## src/rtl/bank_mem_pkg.sv

```systemverilog
// bank_mem_pkg -- shared types and defaults for the bank_mem block.
//   state_t   : S_CLEAR (sweeping the array to zero) / S_RUN (serving requests)
//   DW_DEF    : default data width in bits
//   DEPTH_DEF : default number of words
package bank_mem_pkg;
  localparam int DW_DEF    = 16;
  localparam int DEPTH_DEF = 16;

  typedef enum logic {
    S_CLEAR = 1'b0,
    S_RUN   = 1'b1
  } state_t;
endpackage

```

## src/rtl/bank_mem_if.sv

```systemverilog
// bank_mem_if -- request/response bus of bank_mem.
//   master : drives sel, wr, addr, wdata, be, clr; receives ready, rdata, rvalid, parity_err
//   slave  : the memory side of the same signals
import bank_mem_pkg::*;

interface bank_mem_if #(
  parameter int DW    = DW_DEF,
  parameter int DEPTH = DEPTH_DEF
);
  localparam int AW = $clog2(DEPTH);

  logic            sel;
  logic            wr;
  logic [AW-1:0]   addr;
  logic [DW-1:0]   wdata;
  logic [DW/8-1:0] be;
  logic            clr;
  logic            ready;
  logic [DW-1:0]   rdata;
  logic            rvalid;
  logic            parity_err;

  modport master (output sel, wr, addr, wdata, be, clr,
                  input  ready, rdata, rvalid, parity_err);
  modport slave  (input  sel, wr, addr, wdata, be, clr,
                  output ready, rdata, rvalid, parity_err);
endinterface

```

## src/rtl/bank_mem_clr.sv

```systemverilog
// bank_mem_clr -- clear-sweep sequencer for bank_mem.
//   clk, reset   : clock, asynchronous active-high reset
//   i_clr        : clear request (only honoured while serving requests)
//   o_ready      : 1 while serving requests, 0 while sweeping
//   o_clr_addr   : word being zeroed this cycle
//   o_clr_we     : zero-write enable for o_clr_addr
// A sweep visits words 0..DEPTH-1, one per cycle, so it lasts exactly DEPTH cycles.
import bank_mem_pkg::*;

module bank_mem_clr #(
  parameter  int DEPTH = DEPTH_DEF,
  localparam int AW    = $clog2(DEPTH)
) (
  input  logic          clk,
  input  logic          reset,
  input  logic          i_clr,
  output logic          o_ready,
  output logic [AW-1:0] o_clr_addr,
  output logic          o_clr_we
);
  localparam logic [AW-1:0] LAST = AW'(DEPTH - 1);

  state_t        r_state, w_state_nxt;
  logic [AW-1:0] r_cnt, w_cnt_nxt;

  always_ff @(posedge clk or posedge reset) begin
    if (reset) begin
      r_state <= S_CLEAR;
      r_cnt   <= '0;
    end else begin
      r_state <= w_state_nxt;
      r_cnt   <= w_cnt_nxt;
    end
  end

  always_comb begin
    w_state_nxt = r_state;
    w_cnt_nxt   = r_cnt;
    case (r_state)
      S_CLEAR: begin
        if (r_cnt == LAST) begin
          w_state_nxt = S_RUN;
          w_cnt_nxt   = '0;
        end else begin
          w_cnt_nxt = r_cnt + 1'b1;
        end
      end
      S_RUN: begin
        if (i_clr) begin
          w_state_nxt = S_CLEAR;
          w_cnt_nxt   = '0;
        end
      end
      default: begin
        w_state_nxt = S_CLEAR;
        w_cnt_nxt   = '0;
      end
    endcase
  end

  always_comb begin
    o_ready    = (r_state == S_RUN);
    o_clr_we   = (r_state == S_CLEAR);
    o_clr_addr = r_cnt;
  end
endmodule

```

## src/rtl/bank_mem.sv

```systemverilog
// bank_mem -- byte-writable single-port word memory with self-clearing sweep.
//   clk, reset : clock, asynchronous active-high reset
//   bus        : bank_mem_if slave (sel/wr/addr/wdata/be/clr in; ready/rdata/rvalid/parity_err out)
// Reads have 1-cycle latency; rdata holds between reads. Out-of-range addresses
// drop writes and read back zero.
// Optional feature: define BANK_MEM_PARITY_EN to keep an even-parity bit per byte
// and flag mismatches on reads; otherwise parity_err is tied low.
import bank_mem_pkg::*;

module bank_mem #(
  parameter  int DW    = DW_DEF,
  parameter  int DEPTH = DEPTH_DEF,
  localparam int AW    = $clog2(DEPTH),
  localparam int NB    = DW / 8
) (
  input  logic       clk,
  input  logic       reset,
  bank_mem_if.slave  bus
);
  logic          w_ready, w_clr_we, w_acc, w_wr, w_rd, w_in_rng;
  logic [AW-1:0] w_clr_addr;
  logic [NB-1:0] w_we_byte;
  logic [DW-1:0] w_mem_rd;
  logic [DW-1:0] r_mem [DEPTH];
  logic [DW-1:0] r_rdata;
  logic          r_rvalid;

  bank_mem_clr #(.DEPTH(DEPTH)) u_clr (
    .clk        (clk),
    .reset      (reset),
    .i_clr      (bus.clr),
    .o_ready    (w_ready),
    .o_clr_addr (w_clr_addr),
    .o_clr_we   (w_clr_we)
  );

  // clr wins over a request presented in the same cycle
  assign w_acc    = w_ready & bus.sel & ~bus.clr;
  assign w_in_rng = 32'(bus.addr) < DEPTH;
  assign w_wr     = w_acc & bus.wr & w_in_rng;
  assign w_rd     = w_acc & ~bus.wr;
  assign w_mem_rd = w_in_rng ? r_mem[bus.addr] : '0;

`ifdef BANK_MEM_PARITY_EN
  logic [NB-1:0] r_par [DEPTH];
  logic [NB-1:0] w_par_rd, w_par_bad;
  logic          r_perr;
  assign w_par_rd = w_in_rng ? r_par[bus.addr] : '0;
`endif

  for (genvar b = 0; b < NB; b++) begin : g_byte
    assign w_we_byte[b] = w_wr & bus.be[b];
`ifdef BANK_MEM_PARITY_EN
    assign w_par_bad[b] = w_par_rd[b] != (^w_mem_rd[8*b +: 8]);
`endif
  end

  // Array has no reset: the sweep that follows every reset zeroes it.
  always_ff @(posedge clk) begin
    if (w_clr_we) begin
      r_mem[w_clr_addr] <= '0;
`ifdef BANK_MEM_PARITY_EN
      r_par[w_clr_addr] <= '0;
`endif
    end else begin
      for (int b = 0; b < NB; b++) begin
        if (w_we_byte[b]) begin
          r_mem[bus.addr][8*b +: 8] <= bus.wdata[8*b +: 8];
`ifdef BANK_MEM_PARITY_EN
          r_par[bus.addr][b] <= ^bus.wdata[8*b +: 8];
`endif
        end
      end
    end
  end

  always_ff @(posedge clk or posedge reset) begin
    if (reset) begin
      r_rdata  <= '0;
      r_rvalid <= 1'b0;
    end else begin
      r_rvalid <= w_rd;
      if (w_rd) r_rdata <= w_mem_rd;
    end
  end

`ifdef BANK_MEM_PARITY_EN
  always_ff @(posedge clk or posedge reset) begin
    if (reset) r_perr <= 1'b0;
    else       r_perr <= w_rd & (|w_par_bad);
  end
  assign bus.parity_err = r_perr;
`else
  assign bus.parity_err = 1'b0;
`endif

  assign bus.ready  = w_ready;
  assign bus.rdata  = r_rdata;
  assign bus.rvalid = r_rvalid;
endmodule

```

## src/flat_wrapper.sv

```systemverilog
// flat-port wrapper written by rule: the top's interface ports become plain ports
module bank_mem_flat 
#(
  parameter  int DW    = DW_DEF,
  parameter  int DEPTH = DEPTH_DEF,
  localparam int AW    = $clog2(DEPTH),
  localparam int NB    = DW / 8
)
  (clk, reset, bus_sel, bus_wr, bus_addr, bus_wdata, bus_be, bus_clr, bus_ready, bus_rdata, bus_rvalid, bus_parity_err);
  bank_mem_if #(.DW(DW), .DEPTH(DEPTH)) bus_i ();
  input  logic clk;
  input  logic reset;
  input wire logic [$bits(bus_i.sel)-1:0] bus_sel;
  input wire logic [$bits(bus_i.wr)-1:0] bus_wr;
  input wire logic [$bits(bus_i.addr)-1:0] bus_addr;
  input wire logic [$bits(bus_i.wdata)-1:0] bus_wdata;
  input wire logic [$bits(bus_i.be)-1:0] bus_be;
  input wire logic [$bits(bus_i.clr)-1:0] bus_clr;
  output wire logic [$bits(bus_i.ready)-1:0] bus_ready;
  output wire logic [$bits(bus_i.rdata)-1:0] bus_rdata;
  output wire logic [$bits(bus_i.rvalid)-1:0] bus_rvalid;
  output wire logic [$bits(bus_i.parity_err)-1:0] bus_parity_err;
  assign bus_i.sel = bus_sel;
  assign bus_i.wr = bus_wr;
  assign bus_i.addr = bus_addr;
  assign bus_i.wdata = bus_wdata;
  assign bus_i.be = bus_be;
  assign bus_i.clr = bus_clr;
  assign bus_ready = bus_i.ready;
  assign bus_rdata = bus_i.rdata;
  assign bus_rvalid = bus_i.rvalid;
  assign bus_parity_err = bus_i.parity_err;
  bank_mem #(.DW(DW), .DEPTH(DEPTH)) u_core (.clk(clk), .reset(reset), .bus(bus_i));
endmodule
```

## config.mk

```make
export PLATFORM = sky130hd
export DESIGN_NAME = bank_mem_flat
export DESIGN_NICKNAME = d
export VERILOG_FILES = /design/src/rtl/bank_mem_pkg.sv /design/src/rtl/bank_mem_if.sv /design/src/rtl/bank_mem_clr.sv /design/src/rtl/bank_mem.sv /design/src/flat_wrapper.sv
export SDC_FILE = /design/constraint.sdc
export NUM_CORES = 1
export LEC_CHECK = 0
export CORE_MARGIN = 2
export CORE_UTILIZATION = 60
export DETAILED_ROUTE_END_ITERATION = 8
export PLACE_DENSITY = 0.91
export SYNTH_ARGS = -nofsm -noshare
export SYNTH_HDL_FRONTEND = slang
export SYNTH_HIERARCHICAL = 1
export SYNTH_SLANG_ARGS = --single-unit
export TNS_END_PERCENT = 30
```

## constraint.sdc

```tcl
create_clock -name clk -period 5.3 [get_ports clk]
set_clock_uncertainty 0.15 [all_clocks]
set_input_delay 1.06 -clock clk [delete_from_list [all_inputs] [get_ports clk]]
set_output_delay 1.06 -clock clk [all_outputs]
set_load 0.05 [all_outputs]
```

==> impl_metrics.yaml <==
status:
  outcome: "finished clean"
final_layout:
  multiInputGateArea_um2: 2670
  fillers: 954
  antenna_cells: 0
  fin_area_um2: 12600
  drive_gt1_share_pct: 17.2
  seqCellArea_um2: 8240
  syn_to_final_growth_pct: 13.7
  stdcell_count: 867
  layout.nets: 645
route:
  drc: 0
  wl_per_cell_um: 29.7
  routed_wl_mm: 25.8
  antenna_left: 0
  dr.pass1.iters: 5
  vias: 6127
  dr.first_iter.drc_count: 805
  avgViaCountPerCell: 7.07
floorplanning:
  core_area_um2: 18000
  die_w_um: 140
  io_pins: 46
  start_util_pct: 61.5
  rows: 49
  die-area_um2: 19600
  die_y_um: 140
cts:
  post-cts-setup-buffers: 0
  cts_tree: "done"
  cts_resized: 0
  cts.sinks: 278
  h-tree-depth: 1
  hold_buffers: 0
  cts.clk_slew.worst_paths_ps: 60
  clkLatencyLatePin_ps: 530
  cts-buffers-inserted: 27
  root_buffer: "clkbuf_16"
  cts_buffer_depth: 3
power_and_ir_drop:
  ir_drop_uv: 367
  power.share.clock_pct: 33.8
  p_int_mw: 4.20
  switchingPower_mw: 1.66
  switching_share_pct: 28.4
  p_per_area_nw_per_um2: 465
  combinationalPowerShare_pct: 17.7
  seqPwrFrac_pct: 48.5
  cellLeakagePower_nw: 4.59
logic_synthesis:
  synthCells: 567
  synthesis.area_um2: 11100
  ys_types: 38
  ys_ff_latch: 278
  syn_avg_cell_area_um2: 19.6
  synthesis.nets: 595
  ys_seq_area_share_pct: 74.3
  ys_warn_count: 6
timing:
  fin_ws_ps: 1520
  whs_ps: 353
  period_minus_slack_ps: 3780
  setup_viol: 0
  rsz0062_at_grt: "no"
  tightest_slew_ps: 1240
  maxSlewViolCount: 0
  final.period_utilization_pct: 71.3
  relSlewSlack_pct: 17.3
  setup-tns-final_ps: 0
  max_clock_freq_mhz: 265
  hold_viol_final: 0
worst_setup_path:
  worst_setup_path_end_kind: "flop"
  rrSetupSlack_ps: 2110
  reg2reg_to: "u_core/r_mem[2][13]"
  path_class: "in2reg"
  startpoint: "bus_addr[3]"
  cp.required_ps: 5600
  start_kind: "input port"
  crit_fanout: 21
  cp-endpoint: "u_core/bus.rdata[3]"
  worstPathArrival_ps: 4070
  ff2ff_path_depth: 4
  timing.rr.start: "u_core/u_clr/o_ready"
grt:
  grt_pass1_vias: 6192
  grt_overflow_total: 0
  grt_pass1_wl_mm: 38.7
  grt_antenna_before_repair: 0
  grt_max_degree: 45
  grt_usage_pct: 26.7
run:
  maxCapViolations: 0
place:
  dp_cells: 817
  routabilityCongestion: 0.954
  numPortBuffers: 44
  hpwl_mm: 15.2
  dpl-instance-area_um2: 11700
  pre_cts_ws_ps: 1160
min_path:
  hold_path.class: "reg2reg"
## layer usage
layer  part of all wire, %  track usage (%)  routed length [um]
met1                    35             36.4                8940
met2                    50             44.9               12900
met3                    12             5.03                3010
met4                   3.5             8.00                 912
met5                     0                0                   0
## Yosys cell counts (all sizes together)
| cell type | count | area, um^2 |
|---|---|---|
| nand4b | 1 | 8.76 |
| nor3b | 4 | 30.0 |
| a41oi | 1 | 8.76 |
| a31oi | 3 | 18.8 |
| ha | 1 | 12.5 |
| mux2 | 15 | 169 |
| a211o | 2 | 17.5 |
| a22oi | 14 | 105 |
| inv | 5 | 18.8 |
| a22o | 2 | 17.5 |
| conb | 1 | 3.75 |
| xnor2 | 1 | 8.76 |
| o2bb2ai | 1 | 8.76 |
| nor3 | 1 | 10.0 |
| nand2b | 1 | 6.26 |
| buf | 19 | 123 |
| dfrtp | 22 | 551 |
| nand4bb | 1 | 11.3 |
| edfxtp | 256 | 7690 |
| nor2b | 10 | 62.6 |
| clkbuf | 10 | 37.5 |
| o22ai | 1 | 6.26 |
| nand3 | 30 | 150 |
| mux2i | 8 | 80.1 |
| o21ai | 1 | 5.00 |
| nand2 | 20 | 75.1 |
| nor2 | 40 | 150 |
| and3 | 1 | 6.26 |
| and2 | 18 | 113 |
| mux4 | 64 | 1520 |
| a21oi | 13 | 65.1 |
## layout make-up
cell class	instances	area share (%)
Inverter	5	0.149
Multi-Input combinational cell	255	21.2
Tap cell	229	2.27
Timing Repair Buffer	50	3.77
Clock inverter	19	1.84
Clock buffer	31	5.48
Sequential cell	278	65.3
## layout by cell type (no fill, tap or decap), drive strengths merged
| cell type | Yosys | layout |
|---|---|---|
| nor3b | 4 | 4 |
| nor3 | 1 | 1 |
| o2bb2ai | 1 | 1 |
| o22ai | 1 | 1 |
| a211o | 2 | 2 |
| nand3 | 30 | 30 |
| o21ai | 1 | 1 |
| inv | 5 | 6 |
| a41oi | 1 | 1 |
| nor2b | 10 | 10 |
| clkinvlp | 0 | 3 |
| and2 | 18 | 18 |
| nand4b | 1 | 1 |
| a22oi | 14 | 14 |
| clkbuf | 10 | 31 |
| a22o | 2 | 2 |
| clkinv | 0 | 10 |
| nand2 | 20 | 20 |
| bufinv | 0 | 5 |
| mux2i | 8 | 8 |
| mux2 | 15 | 15 |
| nand2b | 1 | 1 |
| a31oi | 3 | 3 |
| clkdlybuf4s50 | 0 | 42 |
| xnor2 | 1 | 1 |
| edfxtp | 256 | 256 |
| nand4bb | 1 | 1 |
| and3 | 1 | 1 |
| buf | 19 | 8 |
| conb | 1 | 1 |
| a21oi | 13 | 13 |
| nor2 | 40 | 40 |
| ha | 1 | 1 |
| mux4 | 64 | 64 |
| dfrtp | 22 | 22 |
## sequential cells by signal, indices dropped and copies added, names as in the netlist
signal / flops
u_core/u_clr/o_clr_addr: 4
u_core/bus.rdata: 16
u_core/r_mem: 256
u_core/u_clr/o_ready: 1
u_core/bus.rvalid: 1
## cells by family (layout without fill, tap and decap cells)
group	after synthesis	count (layout)	share of synthesized area, %
xor gates and xnor gates	1	1	0.0790
adders and majority gates	1	1	0.113
other	1	1	0.0338
AOI/OAI and AO/OA	38	38	2.28
muxes	87	87	16.0
buffers and inverters	34	105	1.61
and+or+nand+nor	127	127	5.62
DFF	278	278	74.3
## worst max-delay path, cell delays in order
cell,delay [ps]
clkdlybuf4s50_1,1000
buf_4,500
nor3b_1,900
buf_4,320
a22oi_1,120
nand3_1,170
## through the flow
stage	util [%]	power [mW]
after floorplan	-	3.49
after global placement	64.8	3.79
after detailed placement	64.8	3.86
after CTS	70.0	5.85
after global routing	70.0	6.01
final	70.0	5.86
## power groups by stage
| stage | Clock, mW | Sequential (mW) | Combinational [mW] |
|---|---|---|---|
| detailed placement | 0 | 2.87 | 0.985 |
| finish | 1.98 | 2.85 | 1.04 |
| CTS | 1.99 | 2.84 | 1.01 |
| floorplan | 0 | 2.99 | 0.503 |
| global placement | 0 | 2.85 | 0.939 |
| global route | 2.07 | 2.86 | 1.07 |
## worst min-delay path by stage
stage,to,slack [ps],depth (start not counted),from
final,u_core/bus.rdata[6],350,2,u_core/bus.rdata[6]
after global routing,u_core/bus.rdata[6],370,2,u_core/bus.rdata[6]
after CTS,u_core/bus.rdata[15],360,2,u_core/bus.rdata[15]
after detailed placement,u_core/bus.rdata[15],340,2,u_core/bus.rdata[15]
after global placement,u_core/bus.rdata[13],330,2,u_core/bus.rdata[13]
after floorplan,u_core/u_clr/o_clr_addr[3],380,1,u_core/u_clr/o_clr_addr[3]
Power figures use the tool's default switching activity.
